`src/rtl/dmem_arbiter.sv`:
```
// Data memory arbiter: shares one single-port data RAM between the core
// load/store path and a host loader/debug port. One memory op per cycle,
// round-robin with starvation limits, optional host lock, 1-cycle read return
// routed back to the issuing port.
module dmem_arbiter #(
  parameter int ADDR_W   = 8,
  parameter int DATA_W   = 32,
  parameter int MAX_WAIT = 4   // legal range 1..15
) (
  input  logic              clk,
  input  logic              rst_n,    // synchronous, active-high despite the name
  // core datapath port
  input  logic              c_re,
  input  logic              c_we,
  input  logic [ADDR_W-1:0] c_addr,
  input  logic [DATA_W-1:0] c_wdata,
  output logic [DATA_W-1:0] c_rdata,
  output logic              c_rvalid,
  output logic              c_stall,
  // host loader/debug port
  input  logic              h_req,
  input  logic              h_we,
  input  logic              h_lock,
  input  logic [ADDR_W-1:0] h_addr,
  input  logic [DATA_W-1:0] h_wdata,
  output logic              h_gnt,
  output logic [DATA_W-1:0] h_rdata,
  output logic              h_rvalid,
  // data RAM port
  output logic              m_re,
  output logic              m_we,
  output logic [ADDR_W-1:0] m_addr,
  output logic [DATA_W-1:0] m_wdata,
  input  logic [DATA_W-1:0] m_rdata
);

  // Owner of the most recent issue; HOST_LOCK means the host asked to keep it.
  typedef enum logic [1:0] {
    ST_IDLE      = 2'd0,
    ST_CORE      = 2'd1,
    ST_HOST      = 2'd2,
    ST_HOST_LOCK = 2'd3
  } state_t;

  localparam logic [3:0] WAIT_MAX = 4'(MAX_WAIT);
  localparam logic [3:0] WAIT_SAT = 4'hF;

  state_t            r_state;
  state_t            w_state_nxt;
  logic [3:0]        r_c_wait;
  logic [3:0]        r_h_wait;
  logic              r_pend;        // a read issued last cycle; data arrives now
  logic              r_owner_host;  // 1: that read belongs to the host
  logic [DATA_W-1:0] r_c_rdata;     // last data returned to the core
  logic [DATA_W-1:0] r_h_rdata;     // last data returned to the host

  logic              w_rst;
  logic              w_c_req;
  logic              w_c_force;
  logic              w_h_force;
  logic              w_c_gnt;
  logic              w_h_gnt;
  logic              w_c_rvalid;
  logic              w_h_rvalid;

  // rst_n is active-high: 1 holds the block in reset.
  assign w_rst   = rst_n;
  assign w_c_req = c_re | c_we;

  // A requester denied MAX_WAIT cycles in a row must win now.
  assign w_c_force = (r_c_wait >= WAIT_MAX);
  assign w_h_force = (r_h_wait >= WAIT_MAX);

  // State register: remembers who issued last.
  always_ff @(posedge clk) begin
    // NOTE: sequential state uses non-blocking (<=) so every flop samples
    // pre-edge values; blocking (=) here would create order-dependent races.
    if (w_rst) begin
      r_state <= ST_IDLE;
    end else begin
      r_state <= w_state_nxt;
    end
  end

  // Next-state: follow the issuing port; a lock held by an absent host lapses.
  always_comb begin
    // NOTE: every always_comb output gets a default first so no path leaves
    // it unassigned, which would otherwise infer a latch.
    w_state_nxt = r_state;
    if (w_h_gnt) begin
      w_state_nxt = h_lock ? ST_HOST_LOCK : ST_HOST;
    end else if (w_c_gnt) begin
      w_state_nxt = ST_CORE;
    end else if ((r_state == ST_HOST_LOCK) && !h_req) begin
      w_state_nxt = ST_IDLE;
    end
  end

  // Grant decision: starvation force, then host lock, then round-robin.
  always_comb begin
    w_c_gnt = 1'b0;
    w_h_gnt = 1'b0;
    if (!w_rst) begin
      if (w_c_req && h_req) begin
        if (w_c_force) begin
          w_c_gnt = 1'b1;          // core wins even when both are starved
        end else if (w_h_force) begin
          w_h_gnt = 1'b1;
        end else if ((r_state == ST_HOST_LOCK) || (r_state == ST_CORE)) begin
          w_h_gnt = 1'b1;
        end else begin
          w_c_gnt = 1'b1;          // IDLE or HOST: core's turn
        end
      end else begin
        w_c_gnt = w_c_req;
        w_h_gnt = h_req;
      end
    end
  end

  // Memory port mux: drive the winner's op; read+write from the core is a write.
  always_comb begin
    m_re    = 1'b0;
    m_we    = 1'b0;
    m_addr  = '0;
    m_wdata = '0;
    if (w_c_gnt) begin
      m_we   = c_we;
      m_re   = c_re & ~c_we;
      m_addr = c_addr;
      if (c_we) begin
        m_wdata = c_wdata;
      end
    end else if (w_h_gnt) begin
      m_we   = h_we;
      m_re   = ~h_we;
      m_addr = h_addr;
      if (h_we) begin
        m_wdata = h_wdata;
      end
    end
  end

  assign c_stall = w_c_req & ~w_c_gnt & ~w_rst;
  assign h_gnt   = w_h_gnt;

  // Starvation counters: count consecutive denied requests, saturating.
  always_ff @(posedge clk) begin
    if (w_rst) begin
      r_c_wait <= '0;
      r_h_wait <= '0;
    end else begin
      if (w_c_req && !w_c_gnt) begin
        r_c_wait <= (r_c_wait == WAIT_SAT) ? WAIT_SAT : r_c_wait + 4'd1;
      end else begin
        r_c_wait <= '0;
      end
      if (h_req && !w_h_gnt) begin
        r_h_wait <= (r_h_wait == WAIT_SAT) ? WAIT_SAT : r_h_wait + 4'd1;
      end else begin
        r_h_wait <= '0;
      end
    end
  end

  // Read tracking: remember that a read went out and which port issued it.
  always_ff @(posedge clk) begin
    if (w_rst) begin
      r_pend       <= 1'b0;
      r_owner_host <= 1'b0;
    end else begin
      r_pend       <= m_re;
      r_owner_host <= w_h_gnt;
    end
  end

  assign w_c_rvalid = r_pend & ~r_owner_host & ~w_rst;
  assign w_h_rvalid = r_pend &  r_owner_host & ~w_rst;

  // Returned data holders: keep the last word delivered to each port.
  always_ff @(posedge clk) begin
    if (w_rst) begin
      r_c_rdata <= '0;
      r_h_rdata <= '0;
    end else begin
      if (w_c_rvalid) begin
        r_c_rdata <= m_rdata;
      end
      if (w_h_rvalid) begin
        r_h_rdata <= m_rdata;
      end
    end
  end

  // Fresh RAM data passes straight through on the return cycle.
  assign c_rvalid = w_c_rvalid;
  assign h_rvalid = w_h_rvalid;
  assign c_rdata  = w_rst ? '0 : (w_c_rvalid ? m_rdata : r_c_rdata);
  assign h_rdata  = w_rst ? '0 : (w_h_rvalid ? m_rdata : r_h_rdata);

endmodule

```
`config.mk`:
```
export PLATFORM = sky130hd
export DESIGN_NAME = dmem_arbiter
export DESIGN_NICKNAME = d
export VERILOG_FILES = /design/src/rtl/dmem_arbiter.sv
export SDC_FILE = /design/constraint.sdc
export NUM_CORES = 1
export LEC_CHECK = 0
export ABC_AREA = 0
export CAP_MARGIN = 20
export CORE_ASPECT_RATIO = 1.5
export CORE_UTILIZATION = 35
export DETAILED_ROUTE_END_ITERATION = 8
export GPL_TIMING_DRIVEN = 0
export PLACE_DENSITY = 0.8
export SLEW_MARGIN = 20
export SYNTH_ARGS = -nofsm -noshare
export SYNTH_HDL_FRONTEND = slang
export SYNTH_SLANG_ARGS = --single-unit
```
`constraint.sdc`:
```
create_clock -name clk -period 1.9 [get_ports clk]
set_input_delay 0.285 -clock clk [delete_from_list [all_inputs] [get_ports clk]]
set_output_delay 0.285 -clock clk [all_outputs]
set_load 0.005 [all_outputs]
```
* Word-level counts from Yosys, hierarchy flattened *
Index checks and enable logic that the tools add are counted.

storage, ports and cells
  register bits = 76
  output and inout bits = 110
  bits of input ports = 119
  word-level logic and storage cells = 71

operators by class
  mux-type cells = 30
  magnitude comparators = 2
  equal/unequal tests = 4
  reduce and logical (&&, ||, !) cells = 11
  $add $sub $neg = 2
  bitwise logic cells = 15

operators with widths
  cell                   number
  $mux W32               8
  $mux W8                2
  $mux W1                15
  $add A4 B1 Y4 const B  2
  $eq A4 B4 Y1 const B   2
  $ge A4 B3 Y1 const B   2
  $mux W4                2
  $and A1 B1 Y1          7
  $not A1 Y1             7
  $mux W2                3
  $logic_and A1 B1 Y1    4
  $reduce_or A2 Y1       2
  $logic_not A1 Y1       3
  $reduce_bool A3 Y1     1
  $eq A2 B1 Y1 const B   1
  $eq A2 B2 Y1 const B   1
  $logic_or A1 B1 Y1     1
  $or A1 B1 Y1           1

* Logic depth before layout (Yosys ltp) *
  word-level depth = 11
  depth in mapped cells = 5
  depth with buffers taken out = 4

* Worst setup path before layout *
No wires, ideal clock.

  path kind = reg2out
  start = reg r_c_wait[3]
  end = out m_wdata[22]
  required time = 1.615 ns
  cell stages (with the launch flop) = 5
  data arrival time = 1.427 ns
  path buffers = 1
  setup slack = 0.188 ns
  cell sequence = dfxtp_1 -> or4b_4 -> o21ai_4 -> buf_6 -> a32o_2

on the way
  word-level cells in the longest chain between the ends = 6
  elaborated cells on any way between the ends = 9
  classes of those cells = order compare (1); mux (8)

ends and longest elaborated chain
  what                    RTL line  source
  from (decl)             50        logic [3:0] r_c_wait;
  from (signal assigned)  154       r_c_wait <= (r_c_wait == WAIT_SAT) ? WAIT_SAT : r_c_wait + 4'd1;
  $ge A4 B3 Y1 *          71        assign w_c_force = (r_c_wait >= WAIT_MAX);
  $mux W1                 105       if (w_c_force) begin
  $mux W1                 104       if (w_c_req && h_req) begin
  $mux W1                 103       if (!w_rst) begin
  $mux W32                134       end else if (w_h_gnt) begin
  $mux W32 *              127       if (w_c_gnt) begin
  to (decl)               33        output logic [DATA_W-1:0] m_wdata,

Every way passes the cells marked *; elsewhere a longest branch is shown, timed or not.

* Worst setup path after layout *
  start = reg r_c_wait[3]
  end = out m_wdata[23]

The elaborated chain is that of the path after synthesis.

==> results.sh <==
export IMPL_max_freq_ghz=0.421
export IMPL_fin_util_pct=71.4
export IMPL_yosysSeqAreaShare_pct=45.9
export IMPL_cts_sinks=76
export IMPL_finalWorstSetupSlack_ns=-0.476
export IMPL_finalSetupViolations=44
export IMPL_switchingPower_mw=1.07
export IMPL_crit_arrival_ns=2.09
export IMPL_drt_first_pass_iters=4
export IMPL_drive_gt1_share_pct=37.7
export IMPL_reg2reg_to="r_c_wait[2]"
export IMPL_crit_type="register to output pin"
export IMPL_ff2ff_setup_slack_ns=0.27
export IMPL_synth_commonest_cells="nand2_1 (131), dfxtp_1 (76), a21oi_1 (70), a32o_2 (29), clkbuf_1 (24)"
export IMPL_p_seq_share_pct=36.5
export IMPL_min_to="r_pend"
export IMPL_post_route_min_period_ns=2.38
export IMPL_fin_crit_sh_pct=125
export IMPL_pwr_density_cell_mw_per_mm2=696
export IMPL_cp_end_kind="output pin"
export IMPL_dieArea_mm2=0.00987
export IMPL_wl_per_cell_um=18.8
export IMPL_ant_nets=0
export IMPL_nFillCells=705
export IMPL_finalMaxSlewViolations=0
export IMPL_synthesis_nets=521
export IMPL_die_y_um=121
export IMPL_globalplace_congestion=0.898
export IMPL_path_cells="or4b_4 > o21ai_4 > clkbuf_16 > buf_8 > buf_6 > a32o_2 > buf_6"
export IMPL_grt_max_degree=14
export IMPL_cp_slowest_stage_delay_ns=0.53
export IMPL_critPathBufInv=4
export IMPL_pwr_share_clk_pct=43.5
export IMPL_cap_violations=0
export IMPL_yosysMostFrequentCell="nand2_1"
export IMPL_hold_start="c_re"
export IMPL_vias_per_cell=5.29
export IMPL_status="finished with violations"
export IMPL_hpwl_mm=10.6
export IMPL_cts_tree="built"
export IMPL_ir_drop_mv=0.647
export IMPL_synthFlopType="dfxtp_1"
export IMPL_reg2reg_from="r_c_wait[3]"
export IMPL_crit_required_ns=1.62
export IMPL_fin_worst_skew_ns=0.00574
export IMPL_r2r_cells=5
export IMPL_clk_insertion_delay_late_ns=0.33
export IMPL_start_util_pct=36.0
export IMPL_cpMostUsedCell="buf_6"
export IMPL_yosysUniqueCellTypes=41
export IMPL_cts_buffer_depth=2
export IMPL_synth_cell_area_mm2=0.00331
export IMPL_path_clk_slew_ns=0.06
export IMPL_htree_num_levels=3
export IMPL_power_internal_mw=3.50
export IMPL_path_max_fanout=8
export IMPL_dr_total_vias=4140
export IMPL_antenna_found_initial=0
export IMPL_grt_use_total_pct=29.4
export IMPL_p_leak_nw=2.94
export IMPL_whs_path_depth=3
export IMPL_rows=43
export IMPL_ys_warn_count=0
export IMPL_grt_overflow_total=0
export IMPL_core_mm2=0.00920
export IMPL_portBuffers=227
export IMPL_grt_pass1_wl_mm=21.3
export IMPL_synth_seq_cells=76
export IMPL_slowest_stage="or4b_4"
export IMPL_crit_family="simple AND/OR/NAND/NOR gates"
export IMPL_p_sw_share_pct=23.4
export IMPL_synth_area_leaders="dfxtp_1 (46%), nand2_1 (15%), a21oi_1 (11%), a32o_2 (9.9%), clkbuf_1 (2.7%)"
export IMPL_total_power_mw=4.57
export IMPL_synth_edf_count=0
export IMPL_drt_iter0_drc=145
export IMPL_violations="setup timing"
export IMPL_dieWidth_um=81.4
export IMPL_comb_power_share_pct=20.0
export IMPL_rsz0062_at_grt="yes"
export IMPL_startpoint_type="register"
export IMPL_synth_async_sr_flop_share_pct=0
export IMPL_syn2layout_area_growth_pct=98.2
export IMPL_grt_pass1_vias=4169
export IMPL_nNetsFinal=785
export IMPL_postSynthCellCount=400
export IMPL_synth_top_area_share_pct=45.9
export IMPL_ioPinCount=229
export IMPL_numCtsBuffers=9
export IMPL_root_buffer="clkbuf_16"
export IMPL_syn_area_per_cell_um2=8.28
export IMPL_hold_viol=0
export IMPL_synth_area_leader_cell="dfxtp_1"
export IMPL_hp_class="input port to register"
export IMPL_drc=0
export IMPL_drt_wl_total_mm=14.7
## cells by family after synthesis
| kind of cell | share of synthesized area (%) |
|---|---|
| adder cells (fa/ha/maj) | 0.755 |
| flip-flops | 45.9 |
| AND/OR/NAND/NOR | 21.1 |
| AO/OA/AOI/OAI | 26.3 |
| buffers and inverters | 5.85 |
| other | 0.113 |
## layout make-up
class	count	area, um^2	area share [%]
Timing Repair Buffer	257	2300	35.0
Multi-Input combinational cell	286	1870	28.5
Sequential cell	76	1540	23.4
Buffer	32	357	5.43
Clock buffer	11	243	3.70
Tap cell	112	140	2.13
Clock inverter	5	108	1.64
Inverter	2	7.51	0.114
Antenna cell	1	2.50	0.0381
## worst max-delay path by stage
stage	slack, ns	end	depth (start not counted)	startpoint
finish	-0.48	m_wdata[23]	7	r_c_wait[3]
global route	-0.51	m_wdata[27]	7	r_c_wait[3]
CTS	-0.52	m_wdata[23]	7	r_c_wait[2]
detailed placement	-0.96	m_wdata[27]	7	rst_n
global placement	-0.94	m_wdata[27]	7	rst_n
floorplan	0.19	m_wdata[22]	4	r_c_wait[3]
## registers in the layout (all words and copies together) (netlist names)
register	cells
r_owner_host	1
r_c_wait	4
r_pend	1
r_state	2
r_h_rdata	32
r_h_wait	4
r_c_rdata	32
## power by group through the flow
stage / registers, mW / clock network, mW / logic [mW]
after floorplan: 1.69 / 0 / 0.259
after global placement: 1.70 / 0 / 0.787
after detailed placement: 1.70 / 0 / 0.797
after CTS: 1.66 / 2.00 / 0.872
after global routing: 1.67 / 2.07 / 0.970
final: 1.67 / 1.99 / 0.915
## stage by stage
| step | cell area [um^2] | hold slack (ns) | TNS, ns | instances | worst slack, ns |
|---|---|---|---|---|---|
| 2_1_floorplan | 3310 | 0.411 | 0 | 400 | 0.188 |
| 5_1_grt | 6560 | 0.400 | -18.02 | 781 | -0.506 |
| 3_5_place_dp | 5730 | 0.433 | -76.29 | 739 | -0.955 |
| 6_report | 6570 | 0.374 | -16.09 | 782 | -0.476 |
| 3_3_place_gp | 5730 | 0.420 | -72.29 | 739 | -0.941 |
| 4_1_cts | 6480 | 0.434 | -18.83 | 769 | -0.518 |
## repair_timing
action / 4_1_cts / 5_1_grt
cloned: 6 / 1
hold buffers: 0 / 0
pin swaps: 36 / 31
endpoints found under the setup margin: 110 / 90
buffers inserted: 11 / 14
resized for setup: 424 / 85
## layer usage
layer,GRT usage (%),part of all wire [%]
met5,0,0
met4,10.9,3.0
met3,10.8,12
met2,51.1,50
met1,31.6,35
## worst reg2reg max path, delay by kind of cell (launching register included)
family | cells | cell delay (ns)
flip-flops | 1 | 0.34
buffers and inverters | 2 | 0.29
AND/OR/NAND/NOR | 3 | 0.92
## cell usage in the layout, fill, tap and decap left out, types with 2 or more instances in the layout
| master | count |
|---|---|
| a32o_2 | 32 |
| dlygate4sd2_1 | 32 |
| nand2_1 | 129 |
| or4b_4 | 2 |
| and3_1 | 3 |
| ha_1 | 2 |
| o31ai_1 | 2 |
| dfxtp_1 | 72 |
| clkbuf_1 | 2 |
| clkdlybuf4s15_1 | 3 |
| bufinv_16 | 3 |
| nor3_1 | 2 |
| clkbuf_2 | 29 |
| o21bai_1 | 2 |
| buf_4 | 20 |
| dfxtp_4 | 4 |
| buf_2 | 32 |
| a21oi_1 | 20 |
| nand3b_1 | 2 |
| clkbuf_8 | 9 |
| a22o_1 | 7 |
| nand2b_1 | 3 |
| a21oi_2 | 48 |
| clkdlybuf4s50_1 | 114 |
| dlymetal6s2s_1 | 2 |
| buf_8 | 7 |
| nand3_1 | 2 |
| buf_6 | 33 |
| or3_4 | 2 |
| clkbuf_4 | 2 |
| a21oi_4 | 2 |
| clkbuf_16 | 13 |
| nor2_1 | 5 |
(Power assumes the default switching activity.)
